[config.mk]
export PLATFORM = sky130hd
export DESIGN_NAME = input_debouncer_flat
export DESIGN_NICKNAME = d
export VERILOG_FILES = /design/src/rtl/input_debouncer_if.sv /design/src/rtl/input_debouncer.sv /design/src/flat_wrapper.sv
export SDC_FILE = /design/constraint.sdc
export NUM_CORES = 1
export LEC_CHECK = 0
export CAP_MARGIN = 30
export CELL_PAD_IN_SITES_DETAIL_PLACEMENT = 1
export CELL_PAD_IN_SITES_GLOBAL_PLACEMENT = 1
export CORE_UTILIZATION = 29
export CTS_CLUSTER_SIZE = 10
export DETAILED_ROUTE_END_ITERATION = 6
export GPL_ROUTABILITY_DRIVEN = 1
export PLACE_DENSITY = 0.66
export REMOVE_ABC_BUFFERS = 1
export SYNTH_ARGS = -nofsm -noshare
export SYNTH_HDL_FRONTEND = slang
export SYNTH_SLANG_ARGS = --single-unit
[constraint.sdc]
create_clock -name clk -period 2 [get_ports clk]
set_clock_uncertainty 0.1 [all_clocks]
set_input_delay 0.2 -clock clk [delete_from_list [all_inputs] [get_ports clk]]
set_output_delay 0.2 -clock clk [all_outputs]
set_load 0.02 [all_outputs]
[src/rtl/input_debouncer_if.sv]
// Switch-side bundle for the debouncer: raw levels in,
// clean levels, edge pulses and the sample strobe out.
interface input_debouncer_if #(
  parameter int N_CH = 4
);
  logic [N_CH-1:0] raw_in;
  logic [N_CH-1:0] db_out;
  logic [N_CH-1:0] rise_pulse;
  logic [N_CH-1:0] fall_pulse;
  logic            tick;

  modport master (
    output raw_in,
    input  db_out,
    input  rise_pulse,
    input  fall_pulse,
    input  tick
  );

  modport slave (
    input  raw_in,
    output db_out,
    output rise_pulse,
    output fall_pulse,
    output tick
  );
endinterface

[src/rtl/input_debouncer.sv]
// Per-channel 2-flop sync plus tick-sampled stability FSM;
// a level is accepted only after STABLE_TICKS agreeing ticks.
module input_debouncer #(
  parameter int N_CH         = 4,
  parameter int TICK_DIV     = 1000,
  parameter int STABLE_TICKS = 8
) (
  input  logic              clk,
  input  logic              Reset,
  input_debouncer_if.slave  bus
);
  localparam int PW = $clog2(TICK_DIV);
  localparam int CW = $clog2(STABLE_TICKS + 1);

  typedef enum logic [1:0] {
    ST_LO   = 2'd0,
    PEND_HI = 2'd1,
    ST_HI   = 2'd2,
    PEND_LO = 2'd3
  } st_e;

  logic [PW-1:0]   pre_q, pre_d;
  logic            tick_w;
  logic [N_CH-1:0] meta_q, sync_q;
  st_e             state_q [N_CH];
  st_e             state_d [N_CH];
  logic [CW-1:0]   cnt_q   [N_CH];
  logic [CW-1:0]   cnt_d   [N_CH];
  logic [N_CH-1:0] db_q, db_d;
  logic [N_CH-1:0] rise_q, rise_d;
  logic [N_CH-1:0] fall_q, fall_d;

  always_comb begin
    tick_w = (pre_q == PW'(TICK_DIV - 1));
    pre_d  = tick_w ? '0 : pre_q + 1'b1;
  end

  always_ff @(posedge clk) begin
    if (!Reset) begin
      pre_q  <= '0;
      meta_q <= '0;
      sync_q <= '0;
    end else begin
      pre_q  <= pre_d;
      meta_q <= bus.raw_in;
      sync_q <= meta_q;
    end
  end

  always_ff @(posedge clk) begin
    for (int i = 0; i < N_CH; i++) begin
      if (!Reset) begin
        state_q[i] <= ST_LO;
        cnt_q[i]   <= '0;
      end else begin
        state_q[i] <= state_d[i];
        cnt_q[i]   <= cnt_d[i];
      end
    end
  end

  // Pending states count agreeing ticks; one disagreeing tick aborts.
  always_comb begin
    for (int i = 0; i < N_CH; i++) begin
      state_d[i] = state_q[i];
      cnt_d[i]   = cnt_q[i];
      if (tick_w) begin
        unique case (state_q[i])
          ST_LO: begin
            if (sync_q[i]) begin
              if (STABLE_TICKS == 1) begin
                state_d[i] = ST_HI;
              end else begin
                state_d[i] = PEND_HI;
                cnt_d[i]   = CW'(1);
              end
            end
          end
          PEND_HI: begin
            if (!sync_q[i]) begin
              state_d[i] = ST_LO;
              cnt_d[i]   = '0;
            end else if (cnt_q[i] + CW'(1) >= CW'(STABLE_TICKS)) begin
              state_d[i] = ST_HI;
              cnt_d[i]   = '0;
            end else begin
              cnt_d[i]   = cnt_q[i] + CW'(1);
            end
          end
          ST_HI: begin
            if (!sync_q[i]) begin
              if (STABLE_TICKS == 1) begin
                state_d[i] = ST_LO;
              end else begin
                state_d[i] = PEND_LO;
                cnt_d[i]   = CW'(1);
              end
            end
          end
          PEND_LO: begin
            if (sync_q[i]) begin
              state_d[i] = ST_HI;
              cnt_d[i]   = '0;
            end else if (cnt_q[i] + CW'(1) >= CW'(STABLE_TICKS)) begin
              state_d[i] = ST_LO;
              cnt_d[i]   = '0;
            end else begin
              cnt_d[i]   = cnt_q[i] + CW'(1);
            end
          end
          default: begin
            state_d[i] = ST_LO;
            cnt_d[i]   = '0;
          end
        endcase
      end
    end
  end

  always_comb begin
    for (int i = 0; i < N_CH; i++) begin
      db_d[i] = (state_d[i] == ST_HI) ||
                (state_d[i] == PEND_LO);
    end
    rise_d = db_d & ~db_q;
    fall_d = ~db_d & db_q;
  end

  always_ff @(posedge clk) begin
    if (!Reset) begin
      db_q   <= '0;
      rise_q <= '0;
      fall_q <= '0;
    end else begin
      db_q   <= db_d;
      rise_q <= rise_d;
      fall_q <= fall_d;
    end
  end

  assign bus.db_out     = db_q;
  assign bus.rise_pulse = rise_q;
  assign bus.fall_pulse = fall_q;
  assign bus.tick       = tick_w;
endmodule

[src/flat_wrapper.sv]
// flat-port wrapper written by rule: the top's interface ports become plain ports
module input_debouncer_flat 
#(
  parameter int N_CH         = 4,
  parameter int TICK_DIV     = 1000,
  parameter int STABLE_TICKS = 8
)
  (clk, Reset, bus_raw_in, bus_db_out, bus_rise_pulse, bus_fall_pulse, bus_tick);
  input_debouncer_if #(.N_CH(N_CH)) bus_i ();
  input  logic clk;
  input  logic Reset;
  input wire logic [$bits(bus_i.raw_in)-1:0] bus_raw_in;
  output wire logic [$bits(bus_i.db_out)-1:0] bus_db_out;
  output wire logic [$bits(bus_i.rise_pulse)-1:0] bus_rise_pulse;
  output wire logic [$bits(bus_i.fall_pulse)-1:0] bus_fall_pulse;
  output wire logic [$bits(bus_i.tick)-1:0] bus_tick;
  assign bus_i.raw_in = bus_raw_in;
  assign bus_db_out = bus_i.db_out;
  assign bus_rise_pulse = bus_i.rise_pulse;
  assign bus_fall_pulse = bus_i.fall_pulse;
  assign bus_tick = bus_i.tick;
  input_debouncer #(.N_CH(N_CH), .TICK_DIV(TICK_DIV), .STABLE_TICKS(STABLE_TICKS)) u_core (.clk(clk), .Reset(Reset), .bus(bus_i));
endmodule
==> Word level (Yosys, flattened, before mapping) <==
Memory sizes are Yosys's and may differ from the RTL's.
Index checks and enable logic that the tools add are counted.
{ "word_totals": {"register_bits": 30, "input_bits": 6, "n_memories": 2, "ramBits": 24, "word_cells": 130} }
{ "classes": {"n_eq_ne": 21, "bitwise_logic": 13, "addsub": 5, "magnitude_cmp": 4, "n_mux": 70, "n_reduce_logical": 9} }
{ "mem_list": {"columns": ["memory", "depth", "word_bits", "rd", "rd_ports_with_merged_regs", "wr", "line", "text"], "rows": [
  ["u_core.cnt_q", 4, 4, 4, 0, 4, "input_debouncer.sv:27", "logic [CW-1:0] cnt_q [N_CH];"],
  ["u_core.state_q", 4, 2, 4, 0, 4, "input_debouncer.sv:25", "st_e state_q [N_CH];"]
]} }
{ "op_table": {"columns": ["cell", "n"], "rows": [
  ["two-way mux 4 bit", 28],
  ["two-way mux 2 bit", 32],
  ["case mux 4 bit (4 select lines)", 4],
  ["== test 2 bit (second input constant)", 16],
  ["case mux 2 bit (4 select lines)", 4],
  ["adder 4 x 1 -> 4 bit (second input constant)", 4],
  [">= comparator 4 bit (second input constant)", 4],
  ["adder 10 x 1 -> 10 bit (second input constant)", 1],
  ["== test 10 bit (second input constant)", 1],
  ["AND 4 bit", 2],
  ["== test 2 x 1 -> 1 bit (second input constant)", 4],
  ["zero test 2 bit", 4],
  ["NOT 4 bit", 2],
  ["bitwise OR 1 bit", 8],
  ["logical OR 1 bit", 4],
  ["two-way mux 1 bit", 2],
  ["OR reduction 2 bit", 1],
  ["NOT 1 bit", 1]
]} }

==> Longest topological paths before layout <==
{ "logic_depth": {"word_depth": 10, "ltp_mapped": 8, "ltp_nobuf": 7} }

==> Worst setup path after synthesis <==
No wires, ideal clock.
{ "synth_timing": {"path_type": "register -> register", "startpoint": "register u_core.pre_q[0]", "endpoint": "memory u_core.cnt_q[0][6] (netlist bit)", "setup_ns": 0.070, "slack_ns": 0.032, "n_path_buf": 0, "path_stages_with_launch": 8, "t_required_ns": 1.830, "t_arrival_ns": 1.798, "cell_sequence": "dfxtp_1 -> ha_1 -> nand4b_1 -> or3_4 -> inv_2 -> o21ai_2 -> or4_1 -> a21boi_1"} }
{ "synth_lines": {"columns": ["item", "line", "text"], "rows": [
  ["start, declared", "input_debouncer.sv:22", "logic [PW-1:0] pre_q, pre_d;"],
  ["start signal, assigned", "input_debouncer.sv:44", "pre_q <= pre_d;"],
  ["end, declared", "input_debouncer.sv:27", null]
]} }

==> Worst setup path after layout <==
{ "layout_timing": {"startpoint": "register u_core.pre_q[0]", "endpoint": "register u_core.fall_q[1], in the netlist u_core.bus.fall_pulse[1]"} }
{ "layout_via": {"elab_chain_cells": 6, "word_cells_on_any_way": 7, "classes_between": "eq/ne: 3; mux: 1; bitwise: 2; reduce/logical: 1"} }
{ "layout_rtl": {"columns": ["item", "line", "text"], "rows": [
  ["== test 10 bit *", "input_debouncer.sv:34", "tick_w = (pre_q == PW'(TICK_DIV - 1));"],
  ["two-way mux 2 bit *", "input_debouncer.sv:67", "if (tick_w) begin"],
  ["== test 2 bit (on tied branches)", "input_debouncer.sv:122, input_debouncer.sv:123", null],
  ["logical OR 1 bit *", "input_debouncer.sv:122", "db_d[i] = (state_d[i] == ST_HI) ||"],
  ["NOT 4 bit *", "input_debouncer.sv:126", "fall_d = ~db_d & db_q;"],
  ["AND 4 bit *", "input_debouncer.sv:126", null],
  ["end signal, assigned", "input_debouncer.sv:137", "fall_q <= fall_d;"],
  ["end, declared", "input_debouncer.sv:31", "logic [N_CH-1:0] fall_q, fall_d;"]
]} }
Every way passes the cells marked *; elsewhere a longest branch is shown, timed or not.
A chain may end at the register's enable or synchronous reset.

==> flow_summary.yaml <==
final_layout:
  num_antenna_cells: 0
  drive_above_1_share: 0.216
  area.growth.synth_to_final_pct: 31.8
  nFillCells: 953
  fin_nets: 338
placement:
  io_buffers: 18
  hpwlAfterDp_um: 3790
  gp_congestion: 0.729
logic_synthesis:
  yosysTopAreaCell: "dfxtp_1"
  synthTopCellsByArea: "dfxtp_1, ha_1, nor2b_1, and2_1, nand2_1"
  synthCells: 268
  yosysMostFrequentCell: "dfxtp_1"
  synthTopCellsByCount: "dfxtp_1, nand2_1, nor2b_1"
  synth_warnings: 0
  synth_area_um2: 2490
  synth_ff_type: "dfxtp_1"
  ys_seq_area_frac: 0.434
  ys_types: 49
  async_flop_share: 0
  avgSynthCellArea_um2: 9.29
  synth_top_cell_area_share: 0.434
  synth_edf_count: 0
  ys_seq_elements: 54
setup_path:
  endpoint_kind: "flop"
  cp.required_ns: 2.12
  rr_startpoint: "u_core.pre_q[0]$_SDFF_PP0_"
  critPathTopFamily: "simple AND/OR/NAND/NOR gates"
  setup.worst_path.start: "u_core.pre_q[0]$_SDFF_PP0_"
  path_cells: "ha_4, nand4b_1, or3_4, inv_4, buf_6, nand3_4, mux2i_4, and3_1"
  path_class: "flop to flop"
  start_kind: "flop"
  arrival_ns: 2.10
  cp.depth: 8
  cp_num_buf_inv: 2
  r2r_cells: 8
  cpPeakStageDelay_ns: 0.45
  cp_max_fo: 4
  crit_slowest_cell: "or3_4"
drt:
  wire_per_inst_um: 13.5
  via_per_inst: 4.93
  vias: 2094
  drc: 0
  antenna_left: 0
  drt_iter0_drc: 43
  wl_um: 5730
  firstDrtPassIters: 4
clocking:
  root_buffer: "clkbuf_8"
  clock_latency_ns: 0.32
  cts_buffers: 5
  clkTransAtPathRegs_ns: 0.11
  cts_tree: "built"
  cts_max_level: 2
  cts_buffer_depth: 2
  cts_sinks: 54
outcome:
  outcome: "completed"
timing:
  fmax_ghz: 0.504
  tightest_slew_ns: 0.540
  finalHoldViolCount: 0
  period_share: 0.992
  slew_viol_final: 0
  setup_violations: 0
  period_needed_ns: 1.98
  rsz0062_at_grt: "yes"
  fin_setup_tns_ns: 0
  whs_ns: 0.343
  slew_headroom: 0.638
pwr:
  p_leak_nw: 1.26
  peakVddDrop_mv: 0.278
  power_per_cell_area_nw_per_um2: 555
die:
  dieArea_um2: 8960
  boundaryPins: 19
  core_region_area_um2: 8260
  die_height_um: 94.7
  start_util: 0.302
  rows: 33
  die_w_um: 94.7
grt:
  antenna_found_initial: 0
  grt_pass1_vias: 1989
  grt_remaining_overflow: 0
  grt_max_degree: 57
  track_usage: 0.131
  grt_pass1_wl_um: 9290
flow_run:
  cap_violations: 0
hold_path:
  worstHoldPathCells: 1
  hold_class: "flop to flop"
  worst_hold_startpoint: "u_core.bus.db_out[3]$_SDFF_PN0_"
-- flip-flops by register name, summed over array words and instances (netlist names) --
register / count
u_core.cnt_q: 16
u_core.pre_q: 10
u_core.state_q: 8
u_core.bus.db_out: 4
u_core.bus.fall_pulse: 4
u_core.bus.rise_pulse: 4
u_core.meta_q: 4
u_core.sync_q: 4
-- stage by stage --
step                      utilization  cell area (um2)  std cells  setup slack (ns)  total power, W
after floorplan                     -             2440        257            -0.181         0.00114
after global placement          0.359             2960        406            0.0252         0.00118
after detailed placement        0.359             2960        406           -0.0757         0.00119
after CTS                       0.372             3080        415            0.0240         0.00185
after global routing            0.397             3280        425           -0.0543         0.00192
final                           0.397             3280        425            0.0158         0.00182
-- area by class of cell --
cell class,count,area [um2],share of cell area
multi-input combinational,197,1440,0.440
sequential,54,1080,0.331
timing repair buffer,55,502,0.153
tap,105,131,0.0400
clock buffer,5,68.8,0.0210
clock inverter,3,26.3,0.00801
inverter,6,25.0,0.00762
-- report_power, final --
group           total, W  switching [W]  internal, W
sequential       0.00110      0.0000112      0.00109
combinational  0.0000736      0.0000316    0.0000421
clock           0.000649       0.000391     0.000258
total            0.00182       0.000433      0.00139
-- per-layer routing --
layer  routed length (um)  part of all wire  track usage  up-vias
met4                   97             0.017       0.0530        0
li1                     -                 -            -     1048
met2                 2730              0.48        0.214       23
met1                 2790              0.49        0.169     1014
met3                  118             0.021       0.0266        9
met5                    0                 0            0        -
-- worst paths after layout --
path                                         endpoint  slack [ns]
setup / recovery  u_core.bus.fall_pulse[1]$_SDFF_PN0_        0.02
hold / removal    u_core.bus.rise_pulse[3]$_SDFF_PN0_        0.34
hold reg to reg   u_core.bus.rise_pulse[3]$_SDFF_PN0_        0.34
setup reg to reg  u_core.bus.fall_pulse[1]$_SDFF_PN0_        0.02
-- cell usage in the layout, fill, tap and decap left out, types with 3 or more instances in the layout --
cell              n
a21boi_0          3
a21oi_1           7
a22oi_1           3
and2_1           14
and3_1           10
buf_4            31
buf_6             3
clkbuf_8          5
clkdlybuf4s50_1  17
dfxtp_1          51
dfxtp_2           3
ha_1             12
inv_1             5
mux2_2            4
mux2i_1           4
nand2_1          18
nand2b_1          4
nand3_1          11
nand4_1           4
nand4b_1          4
nor2_1           16
nor2b_1          17
nor3_1            4
o21ai_0          12
xnor2_1           5
xor2_1            6
-- cell families after synthesis --
logic type	share of synthesized area
flops	0.434
compound gates	0.118
buf+inv	0.0271
mux	0.0422
simple gates	0.274
xor+xnor	0.0387
fa+ha+maj	0.0653
-- timing repair --
action | CTS | global route
gates cloned | 0 | 1
setup buffers | 1 | 9
gates resized for setup | 8 | 23
setup endpoints to repair | 12 | 23
hold buffers | 0 | 0
pin swaps | 0 | 6
Note: power is estimated with default switching activity, not from simulation.
